**src/rtl/adc_seq.sv**
```systemverilog
// ADC acquisition sequencer: request/settle/wait handshake, 16-sample moving average,
// sticky alarm/error flags. Define ADC_SEQ_PEAK_EN to add the peak-hold output.
module adc_seq #(
  parameter int PERIOD  = 64,
  parameter int SETTLE  = 3,
  parameter int TIMEOUT = 32
) (
  input  logic       clk,
  input  logic       rst,
  input  logic       start,
  input  logic       cont,
  input  logic       stop,
  input  logic [7:0] thresh,
  output logic       adc_req,
  output logic       adc_rst,
  input  logic       adc_rdy,
  input  logic [7:0] adc_dat,
  output logic       busy,
  output logic [7:0] smp,
  output logic       smp_vld,
  output logic [7:0] avg,
  output logic [4:0] cnt,
  output logic       alarm,
  output logic       err
`ifdef ADC_SEQ_PEAK_EN
  ,
  output logic [7:0] peak
`endif
);

  localparam int PW = $clog2(PERIOD);
  localparam int TW = $clog2(TIMEOUT + 1);
  localparam logic [PW-1:0] PERIOD_LAST  = PW'(PERIOD - 1);
  localparam logic [TW-1:0] SETTLE_C     = TW'(SETTLE);
  localparam logic [TW-1:0] TIMEOUT_LAST = TW'(TIMEOUT - 1);

  typedef enum logic [2:0] {
    S_IDLE,
    S_REQ,
    S_WAIT,
    S_STORE,
    S_GAP
  } state_t;

  state_t          state_q, state_d;
  logic            cont_q, cont_d;
  logic            stop_seen_q, stop_seen_d;
  logic [TW-1:0]   wait_cnt_q, wait_cnt_d;
  logic [PW-1:0]   per_cnt_q, per_cnt_d;
  logic            rdy_s1_q, rdy_s1_d;
  logic            rdy_s2_q, rdy_s2_d;
  logic [7:0]      smp_q, smp_d;
  logic            smp_vld_q, smp_vld_d;
  logic [7:0]      ring_q [16];
  logic [7:0]      ring_d [16];
  logic [3:0]      ptr_q, ptr_d;
  logic [11:0]     sum_q, sum_d;
  logic [4:0]      cnt_q, cnt_d;
  logic            alarm_q, alarm_d;
  logic            err_q, err_d;
  logic            adc_rst_q, adc_rst_d;
  logic            capture;
  logic            timeout;
`ifdef ADC_SEQ_PEAK_EN
  logic [7:0]      peak_q, peak_d;
`endif

  // FSM: next state and handshake decisions
  always_comb begin
    state_d     = state_q;
    cont_d      = cont_q;
    stop_seen_d = stop_seen_q;
    wait_cnt_d  = wait_cnt_q;
    per_cnt_d   = per_cnt_q + PW'(1);
    capture     = 1'b0;
    timeout     = 1'b0;
    case (state_q)
      S_IDLE: begin
        if (start) begin
          state_d     = S_REQ;
          cont_d      = cont;
          stop_seen_d = 1'b0;
          per_cnt_d   = '0;
        end
      end
      S_REQ: begin
        state_d     = S_WAIT;
        wait_cnt_d  = '0;
        stop_seen_d = stop_seen_q | stop;
      end
      S_WAIT: begin
        wait_cnt_d  = wait_cnt_q + TW'(1);
        stop_seen_d = stop_seen_q | stop;
        if (wait_cnt_q >= SETTLE_C && rdy_s2_q) begin
          state_d = S_STORE;
          capture = 1'b1;
        end else if (wait_cnt_q == TIMEOUT_LAST) begin
          state_d = S_IDLE;
          timeout = 1'b1;
        end
      end
      S_STORE: begin
        if (!cont_q || stop_seen_q || stop) state_d = S_IDLE;
        else                                state_d = S_GAP;
      end
      S_GAP: begin
        // per_cnt was zeroed on REQ entry, so this fixes the REQ-to-REQ spacing
        if (stop) begin
          state_d = S_IDLE;
        end else if (per_cnt_q == PERIOD_LAST) begin
          state_d     = S_REQ;
          stop_seen_d = 1'b0;
          per_cnt_d   = '0;
        end
      end
      default: state_d = S_IDLE;
    endcase
  end

  // Datapath: captured on the WAIT->STORE edge so STORE shows a consistent result
  always_comb begin
    rdy_s1_d  = adc_rdy;
    rdy_s2_d  = rdy_s1_q;
    smp_d     = smp_q;
    smp_vld_d = capture;
    ring_d    = ring_q;
    ptr_d     = ptr_q;
    sum_d     = sum_q;
    cnt_d     = cnt_q;
    alarm_d   = alarm_q;
    err_d     = err_q | timeout;
    adc_rst_d = timeout;
    if (capture) begin
      smp_d         = adc_dat;
      ring_d[ptr_q] = adc_dat;
      ptr_d         = ptr_q + 4'd1;
      sum_d         = sum_q + 12'(adc_dat) - 12'(ring_q[ptr_q]);
      cnt_d         = (cnt_q == 5'd16) ? cnt_q : cnt_q + 5'd1;
      alarm_d       = alarm_q | (adc_dat > thresh);
    end
  end

`ifdef ADC_SEQ_PEAK_EN
  always_comb begin
    peak_d = peak_q;
    if (capture && adc_dat > peak_q) peak_d = adc_dat;
  end

  always_ff @(posedge clk) begin
    if (rst) peak_q <= '0;
    else     peak_q <= peak_d;
  end

  assign peak = peak_q;
`endif

  always_ff @(posedge clk) begin
    if (rst) begin
      state_q     <= S_IDLE;
      cont_q      <= 1'b0;
      stop_seen_q <= 1'b0;
      wait_cnt_q  <= '0;
      per_cnt_q   <= '0;
      rdy_s1_q    <= 1'b0;
      rdy_s2_q    <= 1'b0;
      smp_q       <= '0;
      smp_vld_q   <= 1'b0;
      for (int i = 0; i < 16; i++) ring_q[i] <= '0;
      ptr_q       <= '0;
      sum_q       <= '0;
      cnt_q       <= '0;
      alarm_q     <= 1'b0;
      err_q       <= 1'b0;
      adc_rst_q   <= 1'b0;
    end else begin
      state_q     <= state_d;
      cont_q      <= cont_d;
      stop_seen_q <= stop_seen_d;
      wait_cnt_q  <= wait_cnt_d;
      per_cnt_q   <= per_cnt_d;
      rdy_s1_q    <= rdy_s1_d;
      rdy_s2_q    <= rdy_s2_d;
      smp_q       <= smp_d;
      smp_vld_q   <= smp_vld_d;
      ring_q      <= ring_d;
      ptr_q       <= ptr_d;
      sum_q       <= sum_d;
      cnt_q       <= cnt_d;
      alarm_q     <= alarm_d;
      err_q       <= err_d;
      adc_rst_q   <= adc_rst_d;
    end
  end

  assign adc_req = (state_q == S_REQ) || (state_q == S_WAIT);
  assign adc_rst = rst | adc_rst_q;
  assign busy    = (state_q != S_IDLE);
  assign smp     = smp_q;
  assign smp_vld = smp_vld_q;
  assign avg     = sum_q[11:4];
  assign cnt     = cnt_q;
  assign alarm   = alarm_q;
  assign err     = err_q;

endmodule

```
**config.mk**
```make
export PLATFORM = sky130hd
export DESIGN_NAME = adc_seq
export DESIGN_NICKNAME = d
export VERILOG_FILES = /design/src/rtl/adc_seq.sv
export SDC_FILE = /design/constraint.sdc
export NUM_CORES = 1
export LEC_CHECK = 0
export ABC_AREA = 1
export BUFFER_PORTS_ARGS = -buffer_cell sky130_fd_sc_hd__buf_2
export CAP_MARGIN = 30
export CELL_PAD_IN_SITES_DETAIL_PLACEMENT = 0
export CELL_PAD_IN_SITES_GLOBAL_PLACEMENT = 1
export CORE_MARGIN = 3
export CORE_UTILIZATION = 41
export DETAILED_ROUTE_END_ITERATION = 12
export PLACE_DENSITY = 0.87
export SLEW_MARGIN = 30
export SYNTH_ARGS = -nofsm -noshare
export SYNTH_HDL_FRONTEND = slang
export SYNTH_SLANG_ARGS = --single-unit
```
**constraint.sdc**
```tcl
create_clock -name clk -period 2.7 [get_ports clk]
set_input_delay 0.27 -clock clk [delete_from_list [all_inputs] [get_ports clk]]
set_output_delay 0.27 -clock clk [all_outputs]
set_load 0.1 [all_outputs]
```
# == Word-level counts from Yosys, hierarchy flattened ==
# Index checks and enable logic that the tools add are counted.
# totals
ff_bits,180
output_inout_bits,27
wordCells,101
# op_classes
n_addsub,6
n_lt_le_gt_ge,4
n_eq_ne,12
n_mux,27
n_bitwise,6
reduce_logical,15
# op_table
op,n
128-bit bitwise mux,1
8-bit binary-select mux with 4-bit select,1
8-bit demux with 4-bit select,1
8-bit 2-to-1 mux,3
6-bit one-hot mux with 2 select lines,2
3-bit 2-to-1 mux,6
6-bit 2-to-1 mux,3
3-bit one-hot mux with 5 select lines,1
12-bit by 8-bit adder with 12-bit output,1
"6-bit by 1-bit adder with 6-bit output, second input constant",2
12-bit by 8-bit subtractor with 12-bit output,1
8-bit greater-than comparator,1
1-bit 2-to-1 mux,8
"3-bit by 2-bit == test with 1-bit output, second input constant",2
"6-bit by 5-bit == test with 1-bit output, second input constant",1
"6-bit == test, second input constant",1
"6-bit by 2-bit >= comparator with 1-bit output, second input constant",1
"2-bit != test, second input constant",3
"3-bit != test, second input constant",2
3-bit nonzero test,2
"5-bit by 1-bit adder with 5-bit output, second input constant",1
"5-bit == test, second input constant",1
"5-bit >= comparator, second input constant",1
"5-bit by 1-bit < comparator with 1-bit output, second input constant",1
16 further kinds,23

# == Logic depth before layout (Yosys ltp) ==
# depth
ltp_word,6
depth_mapped,20
mapped_depth_nobuf,18

# == Worst setup path before layout ==
# Ideal clock, no wire load.
# synth_timing
kind,reg2reg
start,reg ptr_q[3]
end,reg sum_q[6]
arrival_ns,2.787
required_ns,2.585
path_slack_ns,-0.203
stages_incl_launch_ff,16
n_path_buf,2
cell_sequence,dfxtp_1 clkbuf_1 nand2_1 clkinv_1 clkbuf_1 nand2_1 nand4_1 fa_1 inv_1 fa_1 nand3_1 nand2_1 a21oi_1 xnor2_1 o21ai_0 inv_1
# synth_via
elab_chain_cells,5
# synth_lines
item,line,text
"start, declared",56,"logic [3:0] ptr_q, ptr_d;"
"start signal, assigned",186,ptr_q <= ptr_d;
4-bit NOT with 5-bit output (implied by the code),137,sum_d = sum_q + 12'(adc_dat) - 12'(ring_q[ptr_q]);
8-bit binary-select mux with 4-bit select,137,
8-bit 2-to-1 mux (implied by the code) (2 in series),137,
12-bit by 8-bit subtractor with 12-bit output,137,
"end signal, assigned",187,sum_q <= sum_d;
"end, declared",57,"logic [11:0] sum_q, sum_d;"
# No other way between the ends. The select of a mux whose other input is x is not followed.
# A chain may end at the register's enable or synchronous reset.

# == Worst setup path in the final report ==
# layout_timing
start,reg ptr_q[0]
end,reg sum_q[10]
# The elaborated chain is that of the path after synthesis.

==> flow_summary.json <==
{
  "crit_family": "adder cells",
  "ys_ff_latch": 180,
  "fin_skew_ns": 0.0139,
  "synth_warnings": 0,
  "synthDistinctLibCells": 41,
  "yosysTopAreaCell": "dfxtp_1",
  "ant_nets": 0,
  "cts_max_level": 4,
  "die_area_sq_um": 23600,
  "rsz0062_at_grt": "true",
  "synthAdderAreaFrac": 0.0571,
  "antenna_found_initial": 0,
  "startpoint": "ptr_q[0]",
  "ir_drop_uv": 394,
  "port_buffers": 48,
  "violations": "negative setup slack",
  "rr_endpoint": "sum_q[10]",
  "grt_start_max_net_pins": 117,
  "crit_buf_inv": 4,
  "hold_depth": 3,
  "core_sq_um": 21200,
  "clock.fmax_mhz": 343,
  "worst_pin_slew_ns": 0.606,
  "p_switching_w": 0.00154,
  "status": "complete, but fails checks",
  "p_leak_nw": 4.45,
  "cts_buffer_depth": 2,
  "hold_path_class": "primary input to flip-flop",
  "synth_top_flop_cell": "dfxtp_1",
  "grt_overflow": 0,
  "drive_gt1_frac": 0.175,
  "routabilityCongestion": 0.948,
  "yosys-top-cells-area": "dfxtp_1, a21oi_1, nand2_1",
  "drc": 0,
  "diodes": 0,
  "die_y_microns": 154,
  "final-setup-viol-count": 9,
  "rr_startpoint": "ptr_q[0]",
  "synthArstFlopShare": 0,
  "syn-cell-area_sq_um": 8940,
  "clkPwrFrac": 0.447,
  "numCtsBuffers": 17,
  "fin_crit_sh": 1.08,
  "start_util": 0.421,
  "synthToLayoutAreaGrowth_pct": 20.8,
  "cp-start-kind": "flip-flop",
  "cp_max_fo": 28,
  "clockRootBuffer": "clkbuf_16",
  "end_kind": "flip-flop",
  "fin_hold_ws_ns": 0.0545,
  "intPower_w": 0.00441,
  "vias_per_cell": 5.52,
  "vias": 8744,
  "cp_data_arrival_time_ns": 3.25,
  "syn-num-nets": 1299,
  "cpPeakStageDelay_ns": 0.57,
  "syn_inst": 1241,
  "cts_tree": "built",
  "dp_hpwl_microns": 18700,
  "routed_wl_microns": 27800,
  "grt_pass1_wl_microns": 43300,
  "grt_pass1_vias": 7978,
  "ff2ff_path_depth": 16,
  "power_frac_seq": 0.452,
  "syn_avg_cell_area_sq_um": 7.20,
  "min_period_ns": 2.92,
  "power.density_nw_per_um2": 551,
  "min_to": "rdy_s1_q",
  "num_rows": 53,
  "synthSimpleGateAreaFrac": 0.251,
  "synth_mux_area_frac": 0,
  "synth_edf_count": 0,
  "dr.pass1.iters": 7,
  "synth_top_family_by_area": "simple AND/OR/NAND/NOR gates",
  "synth_seq_area_share": 0.403,
  "wl_per_cell_microns": 17.5,
  "combPwrFrac": 0.100,
  "fin_nets": 1354,
  "synth_xor_area_frac": 0.00882,
  "relSlewSlack": 0.596,
  "drv_slew": 0,
  "timing.reg2reg.setup_slack_ns": -0.22,
  "synth_top_area_frac": 0.403,
  "ioPinCount": 49,
  "hp-start": "adc_rdy",
  "crit_type": "flip-flop to flip-flop",
  "crit_slowest_cell": "fa_1",
  "cts_sinks": 180,
  "clk_pin_slew_ns": 0.07,
  "clkLatencyLatePin_ns": 0.44,
  "grt_usage": 0.228,
  "path_cells": "buf_8, o21ai_1, o22ai_2, nand2_2, nand4_1, fa_1, inv_1, ha_4, buf_4, nand2_1, nor2_1, nand3_1, nand4_1, nand3_1, nand2_1, inv_1",
  "hold_viol": 0,
  "drt_iter0_markers": 733,
  "switching_share": 0.259,
  "required_ns": 3.03,
  "worst_slack_ns": -0.219,
  "place_ws_ns": -0.270,
  "die_w_microns": 154,
  "drv_cap": 0,
  "synth-compound-area-share": 0.189
}
## sequential cells by signal, summed over array words and instances (netlist names)
signal	count
per_cnt_q	6
wait_cnt_q	6
ring_q	128
stop_seen_q	1
sum_q	12
state_q	3
smp_vld	1
cont_q	1
err	1
ptr_q	4
smp	8
rdy_s2_q	1
cnt	5
alarm	1
rdy_s1_q	1
adc_rst_q	1
## power groups by stage
stage	clock network (W)	registers [W]	logic, W
3_3_place_gp	0	0.00275	0.000550
5_1_grt	0.00280	0.00269	0.000663
4_1_cts	0.00269	0.00269	0.000577
2_1_floorplan	0	0.00275	0.000375
3_5_place_dp	0	0.00275	0.000553
6_report	0.00266	0.00269	0.000598
## logic make-up after synthesis
| family | count (synthesis) |
|---|---|
| buf+inv | 187 |
| fa+ha+maj | 36 |
| simple gates | 504 |
| flops | 180 |
| compound gates | 325 |
| xor+xnor | 9 |
## per-layer routing
layer	track usage	share of wire	up-vias	wire, microns
met1	0.312	0.45	4123	12500
met4	0.0870	0.032	0	891
met3	0.0414	0.058	61	1610
li1	-	-	4263	-
met5	0	0	-	0
met2	0.359	0.46	297	12800
## placed cells by master (no fill, tap or decap), types with 3 or more instances in the layout
| cell | synthesis | routed |
|---|---|---|
| o21ai_4 | 0 | 3 |
| buf_12 | 0 | 11 |
| a21oi_1 | 177 | 168 |
| nand3_1 | 129 | 126 |
| clkinv_4 | 1 | 4 |
| o21ai_0 | 103 | 63 |
| inv_1 | 94 | 92 |
| nor2_4 | 1 | 4 |
| nand4_1 | 18 | 18 |
| ha_1 | 28 | 23 |
| fa_1 | 8 | 7 |
| xnor2_1 | 7 | 5 |
| bufinv_16 | 0 | 3 |
| clkbuf_8 | 0 | 3 |
| nand3_2 | 1 | 4 |
| nand3b_1 | 3 | 3 |
| inv_2 | 3 | 4 |
| nor2_1 | 121 | 111 |
| o22ai_1 | 32 | 29 |
| buf_2 | 4 | 47 |
| a21oi_2 | 0 | 7 |
| o21ai_1 | 4 | 39 |
| buf_4 | 14 | 57 |
| ha_4 | 0 | 5 |
| nand2_1 | 215 | 204 |
| clkbuf_16 | 0 | 20 |
| dfxtp_1 | 180 | 178 |
| nand2_2 | 3 | 14 |
| nor2_2 | 2 | 9 |
| nor2_8 | 4 | 4 |
| clkinvlp_4 | 0 | 3 |
| o22ai_2 | 0 | 3 |
## worst max-delay path by stage
stage | endpoint | slack (ns) | cells after the start
after global placement | sum_q[9] | -0.27 | 17
after floorplan | sum_q[6] | 0.003 | 16
after detailed placement | sum_q[6] | -0.27 | 16
final | sum_q[10] | -0.22 | 16
after CTS | sum_q[11] | -0.14 | 19
after global routing | sum_q[8] | -0.38 | 17
## stage by stage
stage | utilization | total power (W) | instance area (sq um) | instances | TNS, ns
after floorplan | - | 0.00313 | 9030 | 1241 | 0
after global placement | 0.460 | 0.00330 | 9770 | 1545 | -2.09
after detailed placement | 0.460 | 0.00331 | 9770 | 1545 | -2.14
after CTS | 0.498 | 0.00596 | 10600 | 1579 | -0.963
after global routing | 0.509 | 0.00616 | 10800 | 1584 | -3.23
final | 0.509 | 0.00595 | 10800 | 1584 | -1.59
## cells in the mapped netlist, types with 3 or more instances
library cell / instances
nand2_1: 215
dfxtp_1: 180
a21oi_1: 177
nand3_1: 129
nor2_1: 121
o21ai_0: 103
inv_1: 94
clkbuf_1: 58
o22ai_1: 32
ha_1: 28
nand4_1: 18
buf_4: 14
fa_1: 8
xnor2_1: 7
buf_6: 6
buf_1: 4
buf_2: 4
nor2_8: 4
o21ai_1: 4
inv_2: 3
nand2_2: 3
nand3b_1: 3
## worst reg2reg max path: cells and delay by family (launching register included)
| family | cells | cell delay (ns) |
|---|---|---|
| AND/OR/NAND/NOR | 8 | 0.87 |
| AO/OA/AOI/OAI | 2 | 0.31 |
| buffers and inverters | 4 | 0.40 |
| adder cells (fa/ha/maj) | 2 | 0.87 |
| flip-flops | 1 | 0.40 |
## area by class of cell
type	instances	area (sq um)
fill	2085	10400
inverter	101	397
clock inverter	12	168
clock buffer	20	467
timing repair buffer	122	1020
sequential	180	3610
tap	275	344
multi-input combinational	874	4800
## what timing repair did
action | 4_1_cts | 5_1_grt
hold buffers | 0 | 0
pin swaps | 10 | 16
gates resized for setup | 50 | 53
setup endpoints to repair | 9 | 11
hold endpoints to repair | 0 | 0
cloned | 0 | 3
buffers inserted | 2 | 2
(Power assumes the default switching activity.)
